### config.mk
export PLATFORM = sky130hd
export DESIGN_NAME = sdram_arbiter_flat
export DESIGN_NICKNAME = d
export VERILOG_FILES = /design/src/rtl/sdram_arbiter_if.sv /design/src/rtl/sdram_arbiter.sv /design/src/flat_wrapper.sv
export SDC_FILE = /design/constraint.sdc
export NUM_CORES = 1
export LEC_CHECK = 0
export ABC_AREA = 1
export CORE_UTILIZATION = 44
export CTS_CLUSTER_DIAMETER = 40
export DETAILED_ROUTE_END_ITERATION = 6
export PLACE_DENSITY = 0.76
export SLEW_MARGIN = 30
export SYNTH_ARGS = -nofsm -noshare
export SYNTH_HDL_FRONTEND = slang
export SYNTH_SLANG_ARGS = --single-unit
### constraint.sdc
create_clock -name clock -period 2.5 [get_ports clock]
set_input_delay 0.5 -clock clock [delete_from_list [all_inputs] [get_ports clock]]
set_output_delay 0.5 -clock clock [all_outputs]
set_load 0.01 [all_outputs]
### src/rtl/sdram_arbiter_if.sv
// Bundles the renderer, physics and SDRAM Avalon-MM signals seen by sdram_arbiter.
// The slave modport is the arbiter's view; master is the surrounding logic's view.
interface sdram_arbiter_if #(
  parameter int ADDR_W = 24,
  parameter int DATA_W = 16
);
  logic              render_read;
  logic [ADDR_W-1:0] render_address;
  logic              render_ready;
  logic [DATA_W-1:0] render_readdata;
  logic              render_readdatavalid;

  logic              physics_read;
  logic              physics_write;
  logic [ADDR_W-1:0] physics_address;
  logic [DATA_W-1:0] physics_writedata;
  logic              physics_ready;
  logic [DATA_W-1:0] physics_readdata;
  logic              physics_readdatavalid;

  logic [ADDR_W-1:0] mem_address;
  logic              mem_read;
  logic              mem_write;
  logic [DATA_W-1:0] mem_writedata;
  logic              mem_waitrequest;
  logic              mem_readdatavalid;
  logic [DATA_W-1:0] mem_readdata;

  logic              err_orphan;

  modport slave (
    input  render_read, render_address,
    output render_ready, render_readdata, render_readdatavalid,
    input  physics_read, physics_write, physics_address, physics_writedata,
    output physics_ready, physics_readdata, physics_readdatavalid,
    output mem_address, mem_read, mem_write, mem_writedata,
    input  mem_waitrequest, mem_readdatavalid, mem_readdata,
    output err_orphan
  );

  modport master (
    output render_read, render_address,
    input  render_ready, render_readdata, render_readdatavalid,
    output physics_read, physics_write, physics_address, physics_writedata,
    input  physics_ready, physics_readdata, physics_readdatavalid,
    input  mem_address, mem_read, mem_write, mem_writedata,
    output mem_waitrequest, mem_readdatavalid, mem_readdata,
    input  err_orphan
  );
endinterface

### src/rtl/sdram_arbiter.sv
// Shares one SDRAM Avalon-MM master between the VGA renderer and the sand physics updater,
// tagging reads in an in-order FIFO so returned data is routed to its requester.
module sdram_arbiter #(
  parameter int ADDR_W    = 24,
  parameter int DATA_W    = 16,
  parameter int MAX_OUTST = 8
) (
  input  logic            clock,
  input  logic            reset_n,
  sdram_arbiter_if.slave  bus
);
  localparam int PTR_W = (MAX_OUTST > 1) ? $clog2(MAX_OUTST) : 1;
  localparam int CNT_W = PTR_W + 1;

  typedef enum logic { IDLE, ISSUE } state_t;
  typedef enum logic { GRANT_RENDER = 1'b0, GRANT_PHYSICS = 1'b1 } grant_t;

  state_t state_q, state_d;
  grant_t last_grant;

  logic [MAX_OUTST-1:0] tag_mem;
  logic [PTR_W-1:0]     wr_ptr, rd_ptr;
  logic [CNT_W-1:0]     count;
  logic                 fifo_full;
  logic                 push, pop, orphan;

  logic render_elig, physics_elig;
  logic grant_render, grant_physics;
  logic render_ready, physics_ready;
  logic accept;

  assign fifo_full = (count == CNT_W'(MAX_OUTST));
  assign push      = (state_q == ISSUE) && !bus.mem_waitrequest && bus.mem_read;
  assign pop       = bus.mem_readdatavalid && (count != '0);
  assign orphan    = bus.mem_readdatavalid && (count == '0);

  always_ff @(posedge clock) begin
    if (!reset_n) state_q <= IDLE;
    else          state_q <= state_d;
  end

  always_comb begin
    state_d       = state_q;
    render_ready  = 1'b0;
    physics_ready = 1'b0;
    render_elig   = bus.render_read && !fifo_full;
    physics_elig  = bus.physics_write || (bus.physics_read && !fifo_full);
    // Render wins unless physics also wants it and render was granted last.
    grant_render  = render_elig && (!physics_elig || (last_grant == GRANT_PHYSICS));
    grant_physics = physics_elig && !grant_render;
    case (state_q)
      IDLE: begin
        render_ready  = grant_render;
        physics_ready = grant_physics;
        if (grant_render || grant_physics) state_d = ISSUE;
      end
      ISSUE: begin
        if (!bus.mem_waitrequest) state_d = IDLE;
      end
      default: state_d = IDLE;
    endcase
  end

  assign accept            = render_ready || physics_ready;
  assign bus.render_ready  = render_ready;
  assign bus.physics_ready = physics_ready;

  // Command register: loaded on accept, held through waitrequest, cleared once taken.
  always_ff @(posedge clock) begin
    if (!reset_n) begin
      bus.mem_address   <= '0;
      bus.mem_read      <= 1'b0;
      bus.mem_write     <= 1'b0;
      bus.mem_writedata <= '0;
      last_grant        <= GRANT_PHYSICS;
    end else if (state_q == IDLE && accept) begin
      if (render_ready) begin
        bus.mem_address <= bus.render_address;
        bus.mem_read    <= 1'b1;
        bus.mem_write   <= 1'b0;
        last_grant      <= GRANT_RENDER;
      end else begin
        bus.mem_address   <= bus.physics_address;
        bus.mem_read      <= !bus.physics_write;
        bus.mem_write     <= bus.physics_write;
        bus.mem_writedata <= bus.physics_writedata;
        last_grant        <= GRANT_PHYSICS;
      end
    end else if (state_q == ISSUE && !bus.mem_waitrequest) begin
      bus.mem_read  <= 1'b0;
      bus.mem_write <= 1'b0;
    end
  end

  always_ff @(posedge clock) begin
    if (!reset_n) begin
      tag_mem <= '0;
      wr_ptr  <= '0;
      rd_ptr  <= '0;
      count   <= '0;
    end else begin
      if (push) begin
        tag_mem[wr_ptr] <= (last_grant == GRANT_PHYSICS);
        wr_ptr          <= wr_ptr + 1'b1;
      end
      if (pop) rd_ptr <= rd_ptr + 1'b1;
      if (push && !pop)      count <= count + 1'b1;
      else if (pop && !push) count <= count - 1'b1;
    end
  end

  always_ff @(posedge clock) begin
    if (!reset_n) begin
      bus.render_readdata       <= '0;
      bus.render_readdatavalid  <= 1'b0;
      bus.physics_readdata      <= '0;
      bus.physics_readdatavalid <= 1'b0;
      bus.err_orphan            <= 1'b0;
    end else begin
      bus.render_readdatavalid  <= 1'b0;
      bus.physics_readdatavalid <= 1'b0;
      if (pop) begin
        if (tag_mem[rd_ptr]) begin
          bus.physics_readdata      <= bus.mem_readdata;
          bus.physics_readdatavalid <= 1'b1;
        end else begin
          bus.render_readdata      <= bus.mem_readdata;
          bus.render_readdatavalid <= 1'b1;
        end
      end
      if (orphan) bus.err_orphan <= 1'b1;
    end
  end
endmodule
### src/flat_wrapper.sv
// flat-port wrapper written by rule: the top's interface ports become plain ports
module sdram_arbiter_flat 
#(
  parameter int ADDR_W    = 24,
  parameter int DATA_W    = 16,
  parameter int MAX_OUTST = 8
)
  (clock, reset_n, bus_render_read, bus_render_address, bus_render_ready, bus_render_readdata, bus_render_readdatavalid, bus_physics_read, bus_physics_write, bus_physics_address, bus_physics_writedata, bus_physics_ready, bus_physics_readdata, bus_physics_readdatavalid, bus_mem_address, bus_mem_read, bus_mem_write, bus_mem_writedata, bus_mem_waitrequest, bus_mem_readdatavalid, bus_mem_readdata, bus_err_orphan);
  sdram_arbiter_if #(.ADDR_W(ADDR_W), .DATA_W(DATA_W)) bus_i ();
  input  logic clock;
  input  logic reset_n;
  input wire logic [$bits(bus_i.render_read)-1:0] bus_render_read;
  input wire logic [$bits(bus_i.render_address)-1:0] bus_render_address;
  output wire logic [$bits(bus_i.render_ready)-1:0] bus_render_ready;
  output wire logic [$bits(bus_i.render_readdata)-1:0] bus_render_readdata;
  output wire logic [$bits(bus_i.render_readdatavalid)-1:0] bus_render_readdatavalid;
  input wire logic [$bits(bus_i.physics_read)-1:0] bus_physics_read;
  input wire logic [$bits(bus_i.physics_write)-1:0] bus_physics_write;
  input wire logic [$bits(bus_i.physics_address)-1:0] bus_physics_address;
  input wire logic [$bits(bus_i.physics_writedata)-1:0] bus_physics_writedata;
  output wire logic [$bits(bus_i.physics_ready)-1:0] bus_physics_ready;
  output wire logic [$bits(bus_i.physics_readdata)-1:0] bus_physics_readdata;
  output wire logic [$bits(bus_i.physics_readdatavalid)-1:0] bus_physics_readdatavalid;
  output wire logic [$bits(bus_i.mem_address)-1:0] bus_mem_address;
  output wire logic [$bits(bus_i.mem_read)-1:0] bus_mem_read;
  output wire logic [$bits(bus_i.mem_write)-1:0] bus_mem_write;
  output wire logic [$bits(bus_i.mem_writedata)-1:0] bus_mem_writedata;
  input wire logic [$bits(bus_i.mem_waitrequest)-1:0] bus_mem_waitrequest;
  input wire logic [$bits(bus_i.mem_readdatavalid)-1:0] bus_mem_readdatavalid;
  input wire logic [$bits(bus_i.mem_readdata)-1:0] bus_mem_readdata;
  output wire logic [$bits(bus_i.err_orphan)-1:0] bus_err_orphan;
  assign bus_i.render_read = bus_render_read;
  assign bus_i.render_address = bus_render_address;
  assign bus_render_ready = bus_i.render_ready;
  assign bus_render_readdata = bus_i.render_readdata;
  assign bus_render_readdatavalid = bus_i.render_readdatavalid;
  assign bus_i.physics_read = bus_physics_read;
  assign bus_i.physics_write = bus_physics_write;
  assign bus_i.physics_address = bus_physics_address;
  assign bus_i.physics_writedata = bus_physics_writedata;
  assign bus_physics_ready = bus_i.physics_ready;
  assign bus_physics_readdata = bus_i.physics_readdata;
  assign bus_physics_readdatavalid = bus_i.physics_readdatavalid;
  assign bus_mem_address = bus_i.mem_address;
  assign bus_mem_read = bus_i.mem_read;
  assign bus_mem_write = bus_i.mem_write;
  assign bus_mem_writedata = bus_i.mem_writedata;
  assign bus_i.mem_waitrequest = bus_mem_waitrequest;
  assign bus_i.mem_readdatavalid = bus_mem_readdatavalid;
  assign bus_i.mem_readdata = bus_mem_readdata;
  assign bus_err_orphan = bus_i.err_orphan;
  sdram_arbiter #(.ADDR_W(ADDR_W), .DATA_W(DATA_W), .MAX_OUTST(MAX_OUTST)) u_core (.clock(clock), .reset_n(reset_n), .bus(bus_i));
endmodule
# ---- Word level (Yosys, flattened, before mapping)
# Index checks and enable logic that the tools add are counted.
# W data, S select, Z words.
dict set report totals {
  mem_count 0
  inputBits 87
  wordCells 78
  ram_bits 0
  latch_bits 0
  regBits 97
  mem_bits_ro 0
}
dict set report classes {
  n_lt_le_gt_ge 3
  reduce_logical 31
  bitwise_logic 3
  n_eq_ne 1
  muxes 21
  div_mod_pow 0
  shifts 0
  addsub 4
  mul 0
}
# op count
set op_table {}
lappend op_table {{$mux W24} 1}
lappend op_table {{$mux W1} 14}
lappend op_table {{$logic_and A1 B1 Y1} 12}
lappend op_table {{$bwmux W8} 1}
lappend op_table {{$lt A3 B4 Y1 const B} 2}
lappend op_table {{$mux W4} 2}
lappend op_table {{$reduce_and A2 Y1} 4}
lappend op_table {{$logic_not A1 Y1} 7}
lappend op_table {{$add A3 B1 Y3 const B} 2}
lappend op_table {{$add A4 B1 Y4 const B} 1}
lappend op_table {{$eq A4 B4 Y1 const B} 1}
lappend op_table {{$logic_not A4 Y1} 1}
lappend op_table {{$logic_or A1 B1 Y1} 4}
lappend op_table {{$reduce_bool A2 Y1} 2}
lappend op_table {{$reduce_bool A4 Y1} 1}
lappend op_table {{$sub A4 B1 Y4 const B} 1}
lappend op_table {{$bmux W1 S3} 1}
lappend op_table {{$demux W1 S3} 1}
lappend op_table {{$ge A3 B1 Y1 const B} 1}
lappend op_table {{$not A1 Y1} 3}
lappend op_table {{$pmux W1 S2} 1}

# ---- Logic depth before layout (Yosys ltp)
dict set report depth {
  depth_word 13
  ltp_mapped 14
}

# ---- Worst setup path before layout
# No wires, ideal clock.
dict set report synth_timing {
  path_kind {input port to flip-flop}
  start {in bus_mem_waitrequest}
  end {reg u_core.count[3]}
  arrival_ns 1.920
  cell_stages 12
  path_slack_ns 0.467
  setup_time_ns 0.113
  path_cell_list {nor2_1 -> nand2_1 -> inv_1 -> ha_1 -> inv_1 -> ha_1 -> a21oi_1 -> nand2_1 -> a21oi_1 -> o21ai_0 -> nor2_1 -> nor2_1}
}
dict set report synth_via {
  elab_chain_cells 6
  word_cells_on_any_way 8
  classes_between {1 x mux; 7 x reduce/logical}
}
# element line
set synth_lines {}
lappend synth_lines {{start: declaration} flat_wrapper.sv:28} ;# input wire logic [$bits(bus_i.mem_waitrequest)-1:0] bus_mem_waitrequest;
lappend synth_lines {{$logic_not A1 Y1 *} sdram_arbiter.sv:33} ;# assign push = (state_q == ISSUE) && !bus.mem_waitrequest && bus.mem_read;
lappend synth_lines {{$logic_and A1 B1 Y1 * (2 in series)} sdram_arbiter.sv:33}
lappend synth_lines {{net u_core.push} sdram_arbiter.sv:25} ;# logic push, pop, orphan;
lappend synth_lines {{$logic_not A1 Y1} sdram_arbiter.sv:108} ;# else if (pop && !push) count <= count - 1'b1;
lappend synth_lines {{$logic_and A1 B1 Y1} sdram_arbiter.sv:108}
lappend synth_lines {{$reduce_bool A2 Y1 (no source line)} --}
lappend synth_lines {{end signal: assignment} sdram_arbiter.sv:107} ;# if (push && !pop) count <= count + 1'b1;
lappend synth_lines {{end signal: assignment} sdram_arbiter.sv:108}
lappend synth_lines {{end: declaration} sdram_arbiter.sv:23} ;# logic [CNT_W-1:0] count;
# Mark *: on every way through the listed nets, which the timed path passes. The rest lies on a longest branch.
# A chain may end at the register's enable or synchronous reset.

# ---- Worst setup path after layout
dict set report layout_timing {
  start {reg u_core.count[0]}
  end {out bus_render_ready}
}
dict set report layout_via {
  elab_chain_cells 8
  word_cells_on_any_way 9
  classes_between {1 x eq/ne; 1 x mux; 7 x reduce/logical}
}
# element line
set layout_lines {}
lappend layout_lines {{$eq A4 B4 Y1 *} sdram_arbiter.sv:32} ;# assign fifo_full = (count == CNT_W'(MAX_OUTST));
lappend layout_lines {{$logic_not A1 Y1 *} {sdram_arbiter.sv:46, sdram_arbiter.sv:47}}
lappend layout_lines {{$logic_and A1 B1 Y1} sdram_arbiter.sv:47} ;# physics_elig = bus.physics_write || (bus.physics_read && !fifo_full);
lappend layout_lines {{$logic_or A1 B1 Y1} sdram_arbiter.sv:47}
lappend layout_lines {{$logic_not A1 Y1} sdram_arbiter.sv:49} ;# grant_render = render_elig && (!physics_elig || (last_grant == GRANT_PHYSICS));
lappend layout_lines {{$logic_or A1 B1 Y1} sdram_arbiter.sv:49}
lappend layout_lines {{$logic_and A1 B1 Y1 *} sdram_arbiter.sv:49}
lappend layout_lines {{$mux W1 *} sdram_arbiter.sv:51} ;# case (state_q)
lappend layout_lines {{end: declaration} flat_wrapper.sv:14} ;# output wire logic [$bits(bus_i.render_ready)-1:0] bus_render_ready;
# Every way passes the cells marked *; elsewhere a longest branch is shown, timed or not.

==> results.json <==
{
  "highest_layer": "met4",
  "vias": 4239,
  "row_count": 35,
  "post-cts-setup-buffers": 0,
  "overflow": 0,
  "status": "finished clean",
  "start_kind": "flop",
  "hold_class": "flop to flop",
  "fin_util_pct": 66.7,
  "ys_warn_count": 0,
  "synth_area_leader_cell": "dfxtp_1",
  "crit_type": "flop to output port",
  "rsz0062_at_grt": "no",
  "crit-reg2reg-launch": "u_core.state_q$_SDFF_PN0_",
  "dieWidth_um": 101,
  "finish.instance_area_um2": 6250,
  "area_growth_pct": 45.1,
  "power_density_nw_per_um2": 840,
  "hold_viol_final": 0,
  "drtPass1Iterations": 4,
  "worst_pin_slew_ps": 588,
  "start_util_pct": 46.0,
  "cts_buffers": 9,
  "die_h_um": 101,
  "cts_tree": "built",
  "setup.worst_path.start": "u_core.count[0]$_SDFFE_PN0P_",
  "drcViolationCount": 0,
  "synthTopCellsByCount": "nand2_1, dfxtp_1, a21oi_1",
  "finalCriticalPeriod_ps": 2370,
  "port_buffers": 165,
  "maxSlewHeadroom_pct": 60.6,
  "gp_congestion": 0.855,
  "wl_met3_um": 1020,
  "drt-total-wl_um": 11100,
  "cp_cell_sequence": "nor2_2 -> nand2_2 -> nand2_2 -> nand2_2 -> nand2_4 -> nand3_2 -> inv_1 -> clkdlybuf4s50_1",
  "core_um2": 9370,
  "m1WireLength_um": 4830,
  "h-tree-depth": 3,
  "dpl_cell_area_um2": 6050,
  "clock-sinks": 97,
  "synthFlopType": "dfxtp_1",
  "grt_first_pass_wirelength_um": 17900,
  "grt_util_all_layers_pct": 22.1,
  "irDropWorstVdd_mv": 0.355,
  "clk_pin_slew_ps": 90,
  "viasPerCell": 4.96,
  "dp_cells": 840,
  "antenna_found_initial": 0,
  "n_fill_cell": 809,
  "yosysSeqAreaShare_pct": 45.1,
  "final_nets": 815,
  "avgSynthCellArea_um2": 7.58,
  "ys_ff_latch": 97,
  "clock-root-buffer": "clkbuf_8",
  "syn_inst": 568,
  "finalNonFillerCells": 855,
  "wl_met2_um": 5170,
  "drtAntennaViolNets": 0,
  "power_leakage_nw": 2.60,
  "antenna_cells": 0,
  "min_period_over_period_pct": 94.6,
  "pin_count": 166,
  "drive_gt1_share_pct": 6.34,
  "finalSetupTns_ps": 0,
  "worst_path_most_repeated_cell": "nand2_2",
  "skew_ps": 12.1,
  "drt_iter0_markers": 122,
  "grt_pass1_vias": 3914,
  "slowest_delay_ps": 530,
  "drv_slew": 0,
  "power_mw": 5.25,
  "clock_latency_ps": 360,
  "clock.fmax_mhz": 423,
  "crit_fanout": 5,
  "grt_max_degree": 50,
  "synth_cell_types": 30,
  "yosysTopAreaCellShare_pct": 45.1,
  "syn-num-nets": 661,
  "cp_data_required_time_ps": 2000,
  "crit_path_end_kind": "output port",
  "synth_area_leaders": "dfxtp_1, a21oi_1, nand2_1",
  "die_area_um2": 10200,
  "clock_path_buffers": 2,
  "synth_edf_count": 0,
  "cp.arrival_ps": 1870,
  "setup_viol": 0,
  "critPathSlowestCell": "clkdlybuf4s50_1",
  "hpwl_um": 8140,
  "maxCapViolCount": 0,
  "post_drt_wl_per_cell_um": 13.0,
  "async_flop_share_pct": 0,
  "syn_area_um2": 4310,
  "min_from": "u_core.bus.err_orphan$_SDFFE_PN0P_",
  "yosysMostFrequentCell": "nand2_1"
}
[flip-flops by register name, summed over array words and instances (netlist names), 3 cells and up]
name                         count
u_core.rd_ptr                    3
u_core.tag_mem                   8
u_core.bus.mem_address          24
u_core.wr_ptr                    3
u_core.bus.mem_writedata        16
u_core.bus.physics_readdata     16
u_core.bus.render_readdata      16
u_core.count                     4
[metal layers]
metal / vias up / track usage [%]
li1: 2184 / -
met3: 10 / 6.52
met2: 158 / 37.6
met4: 0 / 8.03
met5: - / 0
met1: 1887 / 26.5
[stage by stage]
step,hold slack (ps),worst slack (ps)
finish,453,134
detailed placement,441,-35.4
floorplan,429,467
CTS,456,18.2
global route,485,17.2
global placement,439,65.9
[path summary, 6_finish.rpt]
path                                                           end  slack (ps)  depth (start not counted)
worst max-delay path                              bus_render_ready         130                          8
worst max register to register        u_core.count[3]$_SDFFE_PN0P_         370                         14
worst min register to register  u_core.bus.err_orphan$_SDFFE_PN0P_         450                          2
worst min-delay path            u_core.bus.err_orphan$_SDFFE_PN0P_         450                          2
[layout by cell type (no fill, tap or decap), types with 2 or more instances in the layout]
master	n
nand3b_1	40
dfxtp_2	2
o21ai_0	51
buf_4	10
nand2_1	98
nand4_1	17
clkinv_2	2
nand2_2	3
nand3_1	6
clkdlybuf4s50_1	163
nor2_2	2
clkbuf_8	10
nand2_4	2
inv_2	4
o211ai_1	2
ha_1	5
buf_12	2
inv_1	46
dfxtp_1	95
o21ai_1	7
a311oi_1	4
nand3_4	2
clkinv_1	2
a21oi_1	76
nor2_1	64
[where the power goes]
group	total [mW]	switching, mW	internal, mW	leakage [nW]
Combinational	2.17	1.14	1.03	1.70
Sequential	2.07	0.200	1.87	0.798
Clock	1.01	0.529	0.483	0.0981
Total	5.25	1.87	3.39	2.60
[kinds of logic (layout without fill, tap and decap cells)]
logic type | Yosys count | count (layout) | share of synthesized area, %
AOI/OAI and AO/OA | 143 | 143 | 17.6
xor gates and xnor gates | 1 | 1 | 0.203
adders and majority gates | 6 | 6 | 1.92
buffers and inverters | 86 | 244 | 8.77
DFF | 97 | 97 | 45.1
and+or+nand+nor | 235 | 235 | 26.4
[worst max-delay path: cells and delay by family, from the launching register on]
| family | cells | cell delay [ps] |
|---|---|---|
| buffers and inverters | 2 | 590 |
| flip-flops | 1 | 360 |
| AND/OR/NAND/NOR | 6 | 570 |
[what timing repair did]
| action | in CTS | in global routing |
|---|---|---|
| gates cloned | 0 | 0 |
| hold endpoints to repair | 0 | 0 |
| setup endpoints to repair | 2 | 2 |
| hold buffers | 0 | 0 |
| resized for setup | 1 | 4 |
[area by class of cell]
| cell class | instances | area [um^2] | share of cell area, % |
|---|---|---|---|
| Multi-Input combinational cell | 385 | 1990 | 31.9 |
| Tap cell | 129 | 161 | 2.58 |
| Inverter | 52 | 195 | 3.12 |
| Sequential cell | 97 | 1940 | 31.1 |
| Clock inverter | 5 | 56.3 | 0.901 |
| Clock buffer | 10 | 138 | 2.20 |
| Timing Repair Buffer | 177 | 1760 | 28.2 |
Power figures use the tool's default switching activity.
